## src/rtl/bram_arb_pkg.sv

```systemverilog
// bram_arb_pkg: shared state encoding and owner constants for the BRAM arbiter
package bram_arb_pkg;
    typedef enum logic [1:0] {IDLE, BUSY, ACK} state_t;
    localparam logic OWN_WB  = 1'b0;
    localparam logic OWN_DMA = 1'b1;
    localparam logic [7:0] DEFAULT_BASE = 8'h38;
endpackage

```

## src/rtl/bram_access_arbiter_if.sv

```systemverilog
// bram_access_arbiter_if: Wishbone, DMA and BRAM signal bundle around the arbiter
interface bram_access_arbiter_if;
    logic        wbs_cyc_i;
    logic        wbs_stb_i;
    logic        wbs_we_i;
    logic [3:0]  wbs_sel_i;
    logic [31:0] wbs_adr_i;
    logic [31:0] wbs_dat_i;
    logic        wbs_ack_o;
    logic [31:0] wbs_dat_o;
    logic        dma_req_i;
    logic        dma_we_i;
    logic [31:0] dma_adr_i;
    logic [31:0] dma_dat_i;
    logic        dma_ack_o;
    logic [31:0] dma_dat_o;
    logic        ram_en_o;
    logic [3:0]  ram_we_o;
    logic [31:0] ram_adr_o;
    logic [31:0] ram_di_o;
    logic [31:0] ram_do_i;
    logic        busy_o;
    logic        owner_o;
    modport slave (
        input  wbs_cyc_i, wbs_stb_i, wbs_we_i, wbs_sel_i, wbs_adr_i, wbs_dat_i,
        output wbs_ack_o, wbs_dat_o,
        input  dma_req_i, dma_we_i, dma_adr_i, dma_dat_i,
        output dma_ack_o, dma_dat_o,
        output ram_en_o, ram_we_o, ram_adr_o, ram_di_o,
        input  ram_do_i,
        output busy_o, owner_o
    );
    modport master (
        output wbs_cyc_i, wbs_stb_i, wbs_we_i, wbs_sel_i, wbs_adr_i, wbs_dat_i,
        input  wbs_ack_o, wbs_dat_o,
        output dma_req_i, dma_we_i, dma_adr_i, dma_dat_i,
        input  dma_ack_o, dma_dat_o,
        input  ram_en_o, ram_we_o, ram_adr_o, ram_di_o,
        output ram_do_i,
        input  busy_o, owner_o
    );
endinterface

```

## src/rtl/rr_arb2.sv

```systemverilog
// rr_arb2: two-input round-robin arbiter; req[0]=WB, req[1]=DMA
module rr_arb2
    import bram_arb_pkg::*;
(
    input  logic       clk,
    input  logic       rst,
    input  logic [1:0] req,
    input  logic       update,
    output logic [1:0] gnt,
    output logic       last
);
    logic last_d, last_q, fresh_d, fresh_q;

    // on a tie WB wins if it did not win last time or nobody has won since reset
    always_comb begin
        gnt     = (req == 2'b11) ? (((last_q == OWN_DMA) | fresh_q) ? 2'b01 : 2'b10) : req;
        last_d  = update ? ((gnt == 2'b10) ? OWN_DMA : OWN_WB) : last_q;
        fresh_d = fresh_q & ~update;
    end

    // latch the winner of each grant
    always_ff @(posedge clk) begin
        if (rst) begin
            last_q  <= OWN_WB;
            fresh_q <= 1'b1;
        end else begin
            last_q  <= last_d;
            fresh_q <= fresh_d;
        end
    end

    assign last = last_q;
endmodule

```

## src/rtl/bram_access_arbiter.sv

```systemverilog
// bram_access_arbiter: shares a fixed-latency single-port BRAM between Wishbone and DMA
module bram_access_arbiter
    import bram_arb_pkg::*;
#(
    parameter int unsigned DELAYS = 10,
    parameter logic [7:0]  BASE   = DEFAULT_BASE
) (
    input logic                   clk,
    input logic                   rst,
    bram_access_arbiter_if.slave  bus
);
    localparam logic [3:0] LAST_CNT = 4'(DELAYS);

    state_t      state_d, state_q;
    logic [3:0]  cnt_d, cnt_q, sel_d, sel_q;
    logic [31:0] rdata_d, rdata_q, adr_d, adr_q, wdat_d, wdat_q;
    logic        we_d, we_q, abort_d, abort_q;
    logic        wb_ack_d, wb_ack_q, dma_ack_d, dma_ack_q;
    logic        wb_live, wb_req, own_live, update, pick_dma, owner;
    logic [1:0]  gnt;

    assign wb_live  = bus.wbs_cyc_i & bus.wbs_stb_i;
    assign wb_req   = wb_live & (bus.wbs_adr_i[31:24] == BASE);
    assign update   = (state_q == IDLE) & (wb_req | bus.dma_req_i);
    assign pick_dma = (gnt == 2'b10);

    rr_arb2 u_arb (
        .clk    (clk),
        .rst    (rst),
        .req    ({bus.dma_req_i, wb_req}),
        .update (update),
        .gnt    (gnt),
        .last   (owner)
    );

    // sequencer: latch the winner, hold the window, then ack the owner unless it withdrew
    always_comb begin
        state_d   = state_q;
        cnt_d     = cnt_q;
        rdata_d   = rdata_q;
        adr_d     = adr_q;
        wdat_d    = wdat_q;
        we_d      = we_q;
        sel_d     = sel_q;
        abort_d   = abort_q;
        wb_ack_d  = 1'b0;
        dma_ack_d = 1'b0;
        own_live  = (owner == OWN_DMA) ? bus.dma_req_i : wb_live;
        if (state_q == IDLE) begin
            if (update) begin
                state_d = BUSY;
                cnt_d   = 4'd1;
                abort_d = 1'b0;
                adr_d   = pick_dma ? bus.dma_adr_i : bus.wbs_adr_i;
                wdat_d  = pick_dma ? bus.dma_dat_i : bus.wbs_dat_i;
                we_d    = pick_dma ? bus.dma_we_i : bus.wbs_we_i;
                sel_d   = pick_dma ? 4'hF : bus.wbs_sel_i;
            end
        end else if (state_q == BUSY) begin
            abort_d = abort_q | ~own_live;
            if (cnt_q == LAST_CNT) begin
                state_d   = ACK;
                rdata_d   = bus.ram_do_i;
                wb_ack_d  = (owner == OWN_WB) & ~abort_d;
                dma_ack_d = (owner == OWN_DMA) & ~abort_d;
            end else begin
                cnt_d = cnt_q + 4'd1;
            end
        end else begin
            state_d = IDLE;
        end
    end

    // state and latched request registers
    always_ff @(posedge clk) begin
        if (rst) begin
            state_q   <= IDLE;
            cnt_q     <= '0;
            rdata_q   <= '0;
            adr_q     <= '0;
            wdat_q    <= '0;
            we_q      <= 1'b0;
            sel_q     <= '0;
            abort_q   <= 1'b0;
            wb_ack_q  <= 1'b0;
            dma_ack_q <= 1'b0;
        end else begin
            state_q   <= state_d;
            cnt_q     <= cnt_d;
            rdata_q   <= rdata_d;
            adr_q     <= adr_d;
            wdat_q    <= wdat_d;
            we_q      <= we_d;
            sel_q     <= sel_d;
            abort_q   <= abort_d;
            wb_ack_q  <= wb_ack_d;
            dma_ack_q <= dma_ack_d;
        end
    end

    // write strobes only on the first window cycle so a reset can never split a write
    assign bus.ram_en_o  = (state_q == BUSY);
    assign bus.ram_we_o  = ((state_q == BUSY) & (cnt_q == 4'd1) & we_q) ? sel_q : 4'h0;
    assign bus.ram_adr_o = adr_q;
    assign bus.ram_di_o  = wdat_q;
    assign bus.wbs_ack_o = wb_ack_q;
    assign bus.dma_ack_o = dma_ack_q;
    assign bus.wbs_dat_o = rdata_q;
    assign bus.dma_dat_o = rdata_q;
    assign bus.busy_o    = (state_q != IDLE);
    assign bus.owner_o   = owner;
endmodule

```

## src/flat_wrapper.sv

```systemverilog
// flat-port wrapper written by rule: the top's interface ports become plain ports
module bram_access_arbiter_flat import bram_arb_pkg::*;
#(
    parameter int unsigned DELAYS = 10,
    parameter logic [7:0]  BASE   = DEFAULT_BASE
)
  (clk, rst, bus_wbs_cyc_i, bus_wbs_stb_i, bus_wbs_we_i, bus_wbs_sel_i, bus_wbs_adr_i, bus_wbs_dat_i, bus_wbs_ack_o, bus_wbs_dat_o, bus_dma_req_i, bus_dma_we_i, bus_dma_adr_i, bus_dma_dat_i, bus_dma_ack_o, bus_dma_dat_o, bus_ram_en_o, bus_ram_we_o, bus_ram_adr_o, bus_ram_di_o, bus_ram_do_i, bus_busy_o, bus_owner_o);
  bram_access_arbiter_if bus_i ();
  input logic clk;
  input logic rst;
  input wire logic [$bits(bus_i.wbs_cyc_i)-1:0] bus_wbs_cyc_i;
  input wire logic [$bits(bus_i.wbs_stb_i)-1:0] bus_wbs_stb_i;
  input wire logic [$bits(bus_i.wbs_we_i)-1:0] bus_wbs_we_i;
  input wire logic [$bits(bus_i.wbs_sel_i)-1:0] bus_wbs_sel_i;
  input wire logic [$bits(bus_i.wbs_adr_i)-1:0] bus_wbs_adr_i;
  input wire logic [$bits(bus_i.wbs_dat_i)-1:0] bus_wbs_dat_i;
  output wire logic [$bits(bus_i.wbs_ack_o)-1:0] bus_wbs_ack_o;
  output wire logic [$bits(bus_i.wbs_dat_o)-1:0] bus_wbs_dat_o;
  input wire logic [$bits(bus_i.dma_req_i)-1:0] bus_dma_req_i;
  input wire logic [$bits(bus_i.dma_we_i)-1:0] bus_dma_we_i;
  input wire logic [$bits(bus_i.dma_adr_i)-1:0] bus_dma_adr_i;
  input wire logic [$bits(bus_i.dma_dat_i)-1:0] bus_dma_dat_i;
  output wire logic [$bits(bus_i.dma_ack_o)-1:0] bus_dma_ack_o;
  output wire logic [$bits(bus_i.dma_dat_o)-1:0] bus_dma_dat_o;
  output wire logic [$bits(bus_i.ram_en_o)-1:0] bus_ram_en_o;
  output wire logic [$bits(bus_i.ram_we_o)-1:0] bus_ram_we_o;
  output wire logic [$bits(bus_i.ram_adr_o)-1:0] bus_ram_adr_o;
  output wire logic [$bits(bus_i.ram_di_o)-1:0] bus_ram_di_o;
  input wire logic [$bits(bus_i.ram_do_i)-1:0] bus_ram_do_i;
  output wire logic [$bits(bus_i.busy_o)-1:0] bus_busy_o;
  output wire logic [$bits(bus_i.owner_o)-1:0] bus_owner_o;
  assign bus_i.wbs_cyc_i = bus_wbs_cyc_i;
  assign bus_i.wbs_stb_i = bus_wbs_stb_i;
  assign bus_i.wbs_we_i = bus_wbs_we_i;
  assign bus_i.wbs_sel_i = bus_wbs_sel_i;
  assign bus_i.wbs_adr_i = bus_wbs_adr_i;
  assign bus_i.wbs_dat_i = bus_wbs_dat_i;
  assign bus_wbs_ack_o = bus_i.wbs_ack_o;
  assign bus_wbs_dat_o = bus_i.wbs_dat_o;
  assign bus_i.dma_req_i = bus_dma_req_i;
  assign bus_i.dma_we_i = bus_dma_we_i;
  assign bus_i.dma_adr_i = bus_dma_adr_i;
  assign bus_i.dma_dat_i = bus_dma_dat_i;
  assign bus_dma_ack_o = bus_i.dma_ack_o;
  assign bus_dma_dat_o = bus_i.dma_dat_o;
  assign bus_ram_en_o = bus_i.ram_en_o;
  assign bus_ram_we_o = bus_i.ram_we_o;
  assign bus_ram_adr_o = bus_i.ram_adr_o;
  assign bus_ram_di_o = bus_i.ram_di_o;
  assign bus_i.ram_do_i = bus_ram_do_i;
  assign bus_busy_o = bus_i.busy_o;
  assign bus_owner_o = bus_i.owner_o;
  bram_access_arbiter #(.DELAYS(DELAYS), .BASE(BASE)) u_core (.clk(clk), .rst(rst), .bus(bus_i));
endmodule
```

## config.mk

```make
export PLATFORM = sky130hd
export DESIGN_NAME = bram_access_arbiter_flat
export DESIGN_NICKNAME = d
export VERILOG_FILES = /design/src/rtl/bram_arb_pkg.sv /design/src/rtl/bram_access_arbiter_if.sv /design/src/rtl/rr_arb2.sv /design/src/rtl/bram_access_arbiter.sv /design/src/flat_wrapper.sv
export SDC_FILE = /design/constraint.sdc
export NUM_CORES = 1
export LEC_CHECK = 0
export BUFFER_PORTS_ARGS = -buffer_cell sky130_fd_sc_hd__buf_4
export CAP_MARGIN = 40
export CORE_AREA = 2 2 121 123
export DETAILED_ROUTE_END_ITERATION = 10
export DIE_AREA = 0 0 123 125
export GPL_TIMING_DRIVEN = 1
export PLACE_DENSITY = 0.69
export SYNTH_ARGS = -nofsm -noshare
export SYNTH_HDL_FRONTEND = slang
export SYNTH_SLANG_ARGS = --single-unit
export TNS_END_PERCENT = 10
```

## constraint.sdc

```tcl
create_clock -name clk -period 5.5 [get_ports clk]
set_input_delay 1.65 -clock clk [delete_from_list [all_inputs] [get_ports clk]]
set_output_delay 1.65 -clock clk [all_outputs]
set_load 0.1 [all_outputs]
```

Word level (Yosys, flattened, before mapping)
Index checks and enable logic that the tools add are counted.
{"block": "totals", "register_bits": 112, "in_bits": 171, "output_inout_bits": 137}
{"block": "classes", "add_sub_neg": 1, "n_eq_ne": 9, "mux": 20, "bitwise_logic": 18, "n_reduce_logical": 9}
{"cell": "two-way mux 32 bit", "n": 2}
{"cell": "two-way mux 4 bit", "n": 6}
{"cell": "two-way mux 2 bit", "n": 6}
{"cell": "bitwise AND 1 bit", "n": 8}
{"cell": "== test 8 x 6 -> 1 bit, second input constant", "n": 1}
{"cell": "NOT 1 bit", "n": 7}
{"cell": "two-way mux 1 bit", "n": 6}
{"cell": "AND reduction 2 bit", "n": 3}
{"cell": "AND reduction 3 bit", "n": 2}
{"cell": "adder 4 x 1 -> 4 bit, second input constant", "n": 1}
{"cell": "== test 2 bit, second input constant", "n": 2}
{"cell": "== test 4 x 1 -> 1 bit, second input constant", "n": 1}
{"cell": "== test 4 bit, second input constant", "n": 1}
{"cell": "nonzero test 2 bit", "n": 2}
{"cell": "OR reduction 4 bit", "n": 1}
{"cell": "inequality test 3 x 1 -> 1 bit, second input constant", "n": 1}
{"cell": "OR 1 bit", "n": 3}
{"cell": "== test 2 x 1 -> 1 bit, second input constant", "n": 1}
{"cell": "logical NOT 2 bit", "n": 1}
{"cell": "inequality test 2 x 1 -> 1 bit, second input constant", "n": 1}
{"cell": "inequality test 2 bit, second input constant", "n": 1}

Logic depth before layout (Yosys ltp)
{"block": "depth", "ltp_word": 6, "depth_mapped": 8, "depth_no_buf": 6}

Modules after synthesis
A second synthesis with hierarchy kept.
{"block": "hier_totals", "cells_unflattened": 559, "area_unflattened_um2": 5041.1}
{"mod": "bram_access_arbiter", "instances": 1, "cells_per_inst": 548, "area_each_um2": 4937.2}
{"mod": "rr_arb2", "instances": 1, "cells_per_inst": 11, "area_each_um2": 103.8}

Worst setup path after synthesis
No wires, ideal clock.
{"block": "synth_path", "path_kind": "reg-to-output", "startpoint": "register u_core.state_q[0]", "endpoint": "output bus_ram_we_o[0]", "t_arrival_ns": 2.085, "slack_ns": 1.765, "stages_incl_launch_ff": 6, "path_buffers": 1, "path_cell_list": "dfxtp_1 nor2b_1 buf_2 nand3b_1 nor3b_1 and2_1"}
{"block": "synth_between", "elab_chain_len": 4}
{"item": "from (decl)", "line": "bram_access_arbiter.sv:14", "source": "state_t state_d, state_q;"}
{"item": "from (signal assigned)", "line": "bram_access_arbiter.sv:88", "source": "state_q <= state_d;"}
{"item": "== test 2 x 1 -> 1 bit"}
{"item": "named net bus_ram_en_o", "line": "flat_wrapper.sv:25", "source": "output wire logic [$bits(bus_i.ram_en_o)-1:0] bus_ram_en_o;"}
{"item": "bitwise AND 1 bit (2 in a row)", "line": "bram_access_arbiter.sv:103", "source": "assign bus.ram_we_o = ((state_q == BUSY) & (cnt_q == 4'd1) & we_q) ? sel_q : 4'h0;"}
{"item": "two-way mux 4 bit", "line": "bram_access_arbiter.sv:103"}
{"item": "to (decl)", "line": "flat_wrapper.sv:26", "source": "output wire logic [$bits(bus_i.ram_we_o)-1:0] bus_ram_we_o;"}
The timed path passes the listed nets, and every way through them passes these cells.

Final worst setup path
{"block": "layout_path", "startpoint": "register u_core.state_q[0]", "endpoint": "output bus_ram_we_o[3]"}
{"block": "layout_between", "elab_chain_len": 4}
{"item": "== test 2 x 1 -> 1 bit", "line": "bram_access_arbiter.sv:103"}
{"item": "bitwise AND 1 bit (2 in a row)", "line": "bram_access_arbiter.sv:103"}
{"item": "two-way mux 4 bit", "line": "bram_access_arbiter.sv:103"}
No other way between the ends.

==> impl_metrics.ini <==
[run_status]
status = finished, final reports clean

[die]
die_x_um = 123
io_pins = 308
start_util = 0.3578
core_area_sq_um = 14200
die_area_sq_um = 15380
rows = 44
die_y_um = 125

[route]
post_drt_wl_per_cell_um = 16.28
viasPerCell = 4.841
firstDrtPassIters = 5
routed_wirelength_um = 14940
route.vias.total = 4444
drtIter0Drc = 113
drtAntennaViolNets = 0
route.detailed.drc = 0

[global_routing]
grt_pass1_wl_um = 22450
antenna_found_initial = 0
grt_pass1_vias = 4381
grt-ovfl-total = 0
grt.total_usage = 0.1878
grt_max_degree = 55

[timing]
tightestPinTransition_ns = 0.8838
fin_crit_ns = 3.682
max_freq_mhz = 271.6
finalCritPeriodShare = 0.6695
slew_headroom = 0.4086
rsz0062_at_grt = false
hold_ws_ns = 0.4579
final-hold-violation-count = 0
setup_viol = 0
clock_skew_ns = 0.007541
fin_setup_tns_ns = 0
maxSlewViolCount = 0

[final_layout]
multi_input_area_sq_um = 2301
diodes = 0
syn2layout_area_growth_pct = 48.30
drive_above_1_share = 0.5095
area.sequential_sq_um = 2242
nets = 903
fill_cells = 1283

[yosys]
synth_common_cells = dfxtp_1, nand2_1, mux2i_1
synth_top_area_cell = dfxtp_1
syn_area_per_cell_sq_um = 10.70
synth_nets = 649
async_reset_ff_frac = 0
yosys_warnings = 0
synth.most_common_cell = dfxtp_1
synth_edf_count = 0
ys_ff_latch = 112
synth.distinct_cells = 38
synth_top_cells_by_area = dfxtp_1, o2bb2ai_2, mux2i_1
netlist_area_sq_um = 5082
synth_top_area_share = 0.4412
synthFlopType = dfxtp_1
synth_cells = 475
seq_area_frac_synth = 0.4412

[worst_setup_path]
cp-end-kind = output pin
ff2ff_path_depth = 4
criticalPathCategory = reg -> out
cp.arrival_ns = 2.03
worstPathMaxFanout = 8
worstPathRequired_ns = 3.85
crit_path_start_kind = flop

[cts]
numCtsBuffers = 9
cts_tree = yes
clock_latency_ns = 0.35
cts.sinks = 112
clock_path_buffers = 2
htree_levels = 3
post-cts-setup-buffers = 0
postCtsResizedCells = 0
clk_pin_slew_worst_paths_ns = 0.07
ctsHoldBuffers = 0
root_buffer = clkbuf_16

[placed_design]
routabilityCongestion = 0.7688
portBuffers = 307
dp.final_hpwl_um = 11710

[min_path]
hp-class = reg -> reg
whs_path_depth = 1

[power]
peakVddDrop_mv = 0.1908
cellLeakagePower_nw = 3.480
p_per_area_nw_per_um2 = 287.0

[flow_run]
drv_cap = 0
==> through the flow <==
step / power, mW / setup slack (ns) / cell area [sq um] / std cells / utilization
after floorplan: 1.291 / 1.765 / 5082 / 475 / -
after global placement: 1.459 / 1.574 / 7147 / 899 / 0.5032
after detailed placement: 1.468 / 1.458 / 7204 / 902 / 0.5072
after CTS: 2.184 / 1.764 / 7537 / 918 / 0.5307
after global routing: 2.245 / 1.616 / 7537 / 918 / 0.5307
final: 2.163 / 1.818 / 7537 / 918 / 0.5307
==> layer usage <==
| layer | global-route usage | part of all wire | vias to the layer above |
|---|---|---|---|
| li1 | - | - | 2166 |
| met1 | 0.1976 | 0.36 | 2058 |
| met2 | 0.3442 | 0.52 | 207 |
| met3 | 0.06296 | 0.11 | 13 |
| met4 | 0.06417 | 0.015 | 0 |
| met5 | 0 | 0 | - |
==> worst max-delay path: stages, from the launching register on <==
cell and delay, ns:
dfxtp_1 0.33, nor2b_1 0.42, nand3b_1 0.14, nor3b_1 0.32, and2_1 0.19, buf_4 0.29
==> registers in the layout, indices dropped and copies added (netlist names) <==
register              flops
u_core.sel_q              4
u_core.u_arb.fresh_q      1
u_core.state_q            2
u_core.abort_q            1
u_core.cnt_q              4
u_core.bus.ram_adr_o     32
u_core.bus.ram_di_o      32
u_core.we_q               1
u_core.bus.dma_dat_o     32
u_core.bus.dma_ack_o      1
u_core.bus.wbs_ack_o      1
u_core.u_arb.last         1
==> cell usage in the layout, fill, tap and decap left out, types with 2 or more instances in the layout <==
cell type / netlist / final
buf_4: 38 / 309
dfxtp_1: 112 / 112
nand2_1: 68 / 68
mux2i_1: 61 / 61
o2bb2ai_2: 42 / 42
a21oi_1: 39 / 39
o2bb2ai_1: 23 / 23
inv_1: 9 / 9
clkbuf_16: 0 / 9
and2_1: 7 / 7
nor2_1: 6 / 6
a311oi_1: 5 / 5
nand3b_1: 3 / 3
a31oi_1: 3 / 3
nor3_1: 3 / 3
ha_1: 3 / 3
xor2_1: 2 / 2
nand4_1: 2 / 2
nor4_1: 2 / 2
bufinv_16: 0 / 2
clkbuf_8: 0 / 2
buf_8: 0 / 2
==> path summary, 6_finish.rpt <==
path | from | to | slack, ns
max | u_core.state_q[0]$_SDFFE_PP0P_ | bus_ram_we_o[3] | 1.82
min | u_core.u_arb.fresh_q$_SDFF_PP1_ | u_core.u_arb.fresh_q$_SDFF_PP1_ | 0.46
max reg2reg | u_core.state_q[1]$_SDFFE_PP0P_ | u_core.bus.ram_adr_o[7]$_SDFFE_PP0P_ | 2.99
min reg2reg | u_core.u_arb.fresh_q$_SDFF_PP1_ | u_core.u_arb.fresh_q$_SDFF_PP1_ | 0.46
==> final cells by class <==
cell class / count / share of cell area
Multi-Input combinational cell: 284 / 0.3053
Sequential cell: 112 / 0.2975
Clock buffer: 12 / 0.03403
Tap cell: 184 / 0.03054
Clock inverter: 4 / 0.01013
Inverter: 9 / 0.004482
Timing Repair Buffer: 313 / 0.3181
==> logic make-up (layout without fill, tap and decap cells) <==
kind of cell / Yosys count / after routing / share of synthesized area
buffers and inverters: 79 / 338 / 0.1115
adders and majority gates: 3 / 3 / 0.007386
muxes: 61 / 61 / 0.1201
and+or+nand+nor: 100 / 100 / 0.09183
DFF: 112 / 112 / 0.4412
xor gates and xnor gates: 2 / 2 / 0.003447
AOI/OAI and AO/OA: 118 / 118 / 0.2245
==> power breakdown <==
part	switching [mW]	internal, mW
Clock	0.290	0.425
Combinational	0.385	0.181
Sequential	0.0300	0.852
Total	0.704	1.46
Power figures use the tool's default switching activity.
